File: src/rtl/counter_updown_mod_pkg.sv
// Shared counter definitions: boundary-mode constants and the terminal-value helper
// reused by the divider and timer blocks.
package counter_updown_mod_pkg;

    localparam int unsigned CNT_WRAP = 0;
    localparam int unsigned CNT_SAT  = 1;

    // Highest count value reached for a given modulus.
    function automatic longint unsigned max_val(input longint unsigned modulus);
        return modulus - 64'd1;
    endfunction

endpackage

File: src/rtl/counter_bit_cell.sv
// One counter bit: a flip-flop with asynchronous active-low clear and an external next-state input.
module counter_bit_cell (
    input  logic clk_i,
    input  logic rst_ni,
    input  logic d_i,
    output logic q_o
);

    logic bit_q;

    always_ff @(posedge clk_i or negedge rst_ni) begin
        if (!rst_ni) begin
            bit_q <= 1'b0;
        end else begin
            bit_q <= d_i;
        end
    end

    assign q_o = bit_q;

endmodule

File: src/rtl/counter_updown_mod.sv
// Modulo-N up/down counter with parallel load, wrap/saturate boundary mode,
// combinational cascade terminal count and a registered wrap pulse.
module counter_updown_mod
    import counter_updown_mod_pkg::*;
#(
    parameter int unsigned     WIDTH    = 16,
    parameter longint unsigned MODULUS  = 65536,
    parameter int unsigned     SATURATE = CNT_WRAP
) (
    input  logic             Clk,
    input  logic             Clr,
    input  logic             En,
    input  logic             Up,
    input  logic             Load,
    input  logic [WIDTH-1:0] D,
    output logic [WIDTH-1:0] Q,
    output logic             TC,
    output logic             Wrap
);

    // Parameter legality is checked during elaboration.
    if (WIDTH < 2 || WIDTH > 32) begin : g_bad_width
        $fatal(1, "counter_updown_mod: WIDTH must be 2..32");
    end
    if (MODULUS < 64'd2 || MODULUS > (64'd1 << WIDTH)) begin : g_bad_modulus
        $fatal(1, "counter_updown_mod: MODULUS must be 2..2**WIDTH");
    end
    if (SATURATE != CNT_WRAP && SATURATE != CNT_SAT) begin : g_bad_mode
        $fatal(1, "counter_updown_mod: SATURATE must be 0 or 1");
    end

    localparam logic [WIDTH-1:0] MAX_Q    = WIDTH'(max_val(MODULUS));
    localparam bit               SAT_MODE = (SATURATE == CNT_SAT);

    logic [WIDTH-1:0] q_q;
    logic [WIDTH-1:0] q_d;
    logic             wrap_q;
    logic             wrap_d;
    logic             at_max;
    logic             at_zero;

    assign at_max  = (q_q == MAX_Q);
    assign at_zero = (q_q == '0);

    // Next count: load beats count; boundaries either wrap (with pulse) or hold.
    always_comb begin
        q_d    = q_q;
        wrap_d = 1'b0;
        if (Load) begin
            q_d = (D > MAX_Q) ? MAX_Q : D;
        end else if (En) begin
            if (Up) begin
                if (!at_max) begin
                    q_d = q_q + WIDTH'(1);
                end else if (!SAT_MODE) begin
                    q_d    = '0;
                    wrap_d = 1'b1;
                end
            end else begin
                if (!at_zero) begin
                    q_d = q_q - WIDTH'(1);
                end else if (!SAT_MODE) begin
                    q_d    = MAX_Q;
                    wrap_d = 1'b1;
                end
            end
        end
    end

    for (genvar i = 0; i < WIDTH; i++) begin : g_bit
        counter_bit_cell u_cell (
            .clk_i  (Clk),
            .rst_ni (Clr),
            .d_i    (q_d[i]),
            .q_o    (q_q[i])
        );
    end

    always_ff @(posedge Clk or negedge Clr) begin
        if (!Clr) begin
            wrap_q <= 1'b0;
        end else begin
            wrap_q <= wrap_d;
        end
    end

    // Unregistered so a cascaded stage advances on the same edge as this one.
    assign TC   = En & ((Up & at_max) | (~Up & at_zero));
    assign Q    = q_q;
    assign Wrap = wrap_q;

endmodule

File: config.mk
export PLATFORM = sky130hd
export DESIGN_NAME = counter_updown_mod
export DESIGN_NICKNAME = d
export VERILOG_FILES = /design/src/rtl/counter_updown_mod_pkg.sv /design/src/rtl/counter_bit_cell.sv /design/src/rtl/counter_updown_mod.sv
export SDC_FILE = /design/constraint.sdc
export NUM_CORES = 1
export LEC_CHECK = 0
export ABC_AREA = 0
export CAP_MARGIN = 20
export CORE_ASPECT_RATIO = 0.5
export CORE_UTILIZATION = 30
export CTS_BUF_LIST = sky130_fd_sc_hd__clkbuf_4 sky130_fd_sc_hd__clkbuf_8 sky130_fd_sc_hd__clkbuf_16
export DETAILED_ROUTE_END_ITERATION = 6
export DONT_BUFFER_PORTS = 1
export GPL_TIMING_DRIVEN = 0
export PLACE_DENSITY_LB_ADDON = 0.1
export SLEW_MARGIN = 0
export SYNTH_ARGS = -nofsm -noshare
export SYNTH_HDL_FRONTEND = slang
export SYNTH_SLANG_ARGS = --single-unit
File: constraint.sdc
create_clock -name Clk -period 2.3 [get_ports Clk]
set_clock_uncertainty 0.15 [all_clocks]
set_input_delay 0.575 -clock Clk [delete_from_list [all_inputs] [get_ports Clk]]
set_output_delay 0.575 -clock Clk [all_outputs]
set_load 0.02 [all_outputs]
==> flow_metrics.env <==
export IMPL_r2r_end="g_bit[15].u_cell.q_o"
export IMPL_syn_nets=264
export IMPL_layout_commonest_cell="buf_4"
export IMPL_cts_tree="done"
export IMPL_drc=0
export IMPL_dp_cells=313
export IMPL_min_delay_start="D[6]"
export IMPL_crit_type="reg -> out"
export IMPL_min_path_cells=2
export IMPL_first_iter_violations=123
export IMPL_grt_overflow=0
export IMPL_ys_flop_type="dfrtp_1"
export IMPL_syn_area_per_cell_um2=7.37
export IMPL_vias=1933
export IMPL_yosys_warnings=0
export IMPL_gr_usage_met2_pct=32.6
export IMPL_drt_first_pass_iters=4
export IMPL_clock_tree_buffer_depth=2
export IMPL_finalInstanceArea_um2=2380
export IMPL_antenna_left=0
export IMPL_p_total_mw=1.26
export IMPL_syn_inst=240
export IMPL_total_leakage_power_nw=0.935
export IMPL_rows=19
export IMPL_start_kind="flip-flop"
export IMPL_htreeDepth=1
export IMPL_wire_per_inst_um=18.6
export IMPL_worstPathArrival_ns=1.81
export IMPL_drive_above_1_share_pct=33.5
export IMPL_detailed_place_hpwl_um=4360
export IMPL_fin_nets=294
export IMPL_grt_busiest_layer="met2"
export IMPL_drt_total_wl_um=6380
export IMPL_worst_pin_slew_ns=0.860
export IMPL_syn_to_final_growth_pct=34.5
export IMPL_coreArea_um2=5590
export IMPL_dieArea_um2=6220
export IMPL_max_slew_margin_rel_pct=42.5
export IMPL_antenna_found_initial=0
export IMPL_die_y_um=56.3
export IMPL_clk_latency_ns=0.25
export IMPL_grtUsageMet3_pct=4.64
export IMPL_required_ns=1.57
export IMPL_finalHoldViolations=0
export IMPL_ff2ff_setup_slack_ns=0.02
export IMPL_grt_max_degree=18
export IMPL_endpoint_kind="output pin"
export IMPL_met1_usage_pct=31.9
export IMPL_finalCriticalPeriod_ns=2.54
export IMPL_grt_usage_pct=21.4
export IMPL_max_freq_mhz=394
export IMPL_antenna_cells=0
export IMPL_ir_worst_vdd_v=0.000235
export IMPL_gp_congestion=0.831
export IMPL_min_path_type="in -> reg"
export IMPL_fin_cells=342
export IMPL_io_pins=39
export IMPL_numCtsBuffers=3
export IMPL_violations="setup timing"
export IMPL_synth_edff_count=0
export IMPL_period_share_pct=110
export IMPL_holdPathEnd="g_bit[6].u_cell.q_o"
export IMPL_max_cap_violations=0
export IMPL_grt_pass1_wl_um=10400
export IMPL_clock_sinks=17
export IMPL_yosysSeqAreaShare_pct=24.1
export IMPL_placed_area_um2=1940
export IMPL_async_flop_share_pct=100
export IMPL_setup_violations=1
export IMPL_ff2ff_path_depth=7
export IMPL_report_final_slew_viol_count=0
export IMPL_run_status="complete, but fails checks"
export IMPL_synthesis_area_um2=1770
export IMPL_synth_cell_types=45
export IMPL_r2r_start="g_bit[5].u_cell.q_o"
export IMPL_worst_slack_ns=-0.239
export IMPL_rsz0062_at_grt="true"
export IMPL_grt_pass1_vias=1931
export IMPL_die_x_um=111
export IMPL_ys_ff_latch=17
export IMPL_path_max_fanout=4
export IMPL_cts_root_buf="clkbuf_16"
export IMPL_via_per_inst=5.65
export IMPL_port_buffers=0
export IMPL_start_util_pct=31.6
export IMPL_power_density_nw_per_um2=530
export IMPL_final_cell_mix="buf_4 (41), nor2_1 (20), nand2_1 (16), a21oi_1 (16), dfrtp_1 (14)"
export IMPL_path_clk_slew_ns=0.06
==> critical path, cell delays in order (launching register included) <==
cell	delay [ns]
dfrtp_1	0.36
buf_6	0.13
nand3_4	0.10
or4_4	0.55
o21ai_4	0.17
o21ai_4	0.09
nor2_4	0.15
==> kinds of logic after synthesis <==
group / share of synthesized area (%)
buf+inv: 13.1
xor+xnor: 4.95
flops: 24.1
fa+ha+maj: 2.12
simple gates: 31.2
compound gates: 24.0
mux: 0.566
==> cell type report <==
| class | count | area (µm²) |
|---|---|---|
| clock inverters | 1 | 5.00 |
| inverters | 5 | 23.8 |
| flip-flops and latches | 17 | 429 |
| multi-input cells | 182 | 1280 |
| fillers | 544 | 3210 |
| repair buffers | 26 | 201 |
| well taps | 73 | 91.3 |
| clock buffers | 3 | 75.1 |
| plain buffers | 35 | 269 |
==> registers in the layout (all words and copies together), names as in the netlist <==
signal            cells
Wrap                  1
g_bit.u_cell.q_o     16
==> cells in the mapped netlist, types with 4 or more instances <==
master     number  share of area [%]
nor2_1         23                4.9
a31oi_1         4                1.4
nor3_1          6                1.7
clkbuf_1       12                2.5
nor4_1          4                1.4
nand3_1        15                4.2
dfrtp_1        17                 24
a21oi_1        16                4.5
buf_2           5                1.4
xnor2_1         6                3.0
a2bb2oi_1       4                2.0
o21ai_0        15                4.2
or3_1          11                3.9
o31ai_1         6                2.5
nand2_1        18                3.8
buf_4          19                8.1
inv_1           5                1.1
xor2_1          4                2.0
nand2b_1        4                1.4
and3_1          6                2.1
==> repair_timing <==
action	in CTS	in global routing
pin swaps	6	6
setup endpoints to repair	9	10
resized for setup	23	24
endpoints found under the hold margin	17	0
buffers inserted	16	10
hold buffers	1	0
==> metrics by stage <==
| step | hold WS [ns] | setup slack (ns) | util, % | TNS, ns |
|---|---|---|---|---|
| 6_report | 0.295 | -0.239 | 42.6 | -0.239 |
| 5_1_grt | 0.315 | -0.282 | 42.6 | -0.390 |
| 4_1_cts | 0.291 | -0.235 | 40.1 | -0.307 |
| 3_5_place_dp | 0.130 | -0.351 | 34.7 | -1.66 |
| 3_3_place_gp | 0.130 | -0.376 | 34.7 | -1.79 |
| 2_1_floorplan | 0.129 | 0.00228 | - | 0 |
==> metal layers <==
metal | vias to the layer above | wire length (µm)
li1 | 926 | -
met1 | 933 | 3170
met2 | 68 | 2680
met3 | 6 | 465
met4 | 0 | 61
met5 | - | 0
==> worst max-delay path by stage <==
stage / from / to / slack, ns / depth (start not counted)
after floorplan: g_bit[8].u_cell.q_o / TC / 0.002 / 6
after global placement: g_bit[0].u_cell.q_o / TC / -0.38 / 8
after detailed placement: g_bit[0].u_cell.q_o / TC / -0.35 / 8
after CTS: g_bit[7].u_cell.q_o / TC / -0.24 / 6
after global routing: g_bit[8].u_cell.q_o / TC / -0.28 / 6
final: g_bit[8].u_cell.q_o / TC / -0.24 / 6
==> report_power, final <==
part	total, mW	internal, mW	leakage [nW]	switching [mW]
Sequential	0.375	0.331	0.196	0.0445
Clock	0.368	0.233	0.0409	0.135
Combinational	0.515	0.225	0.698	0.291
Power figures use the tool's default switching activity.
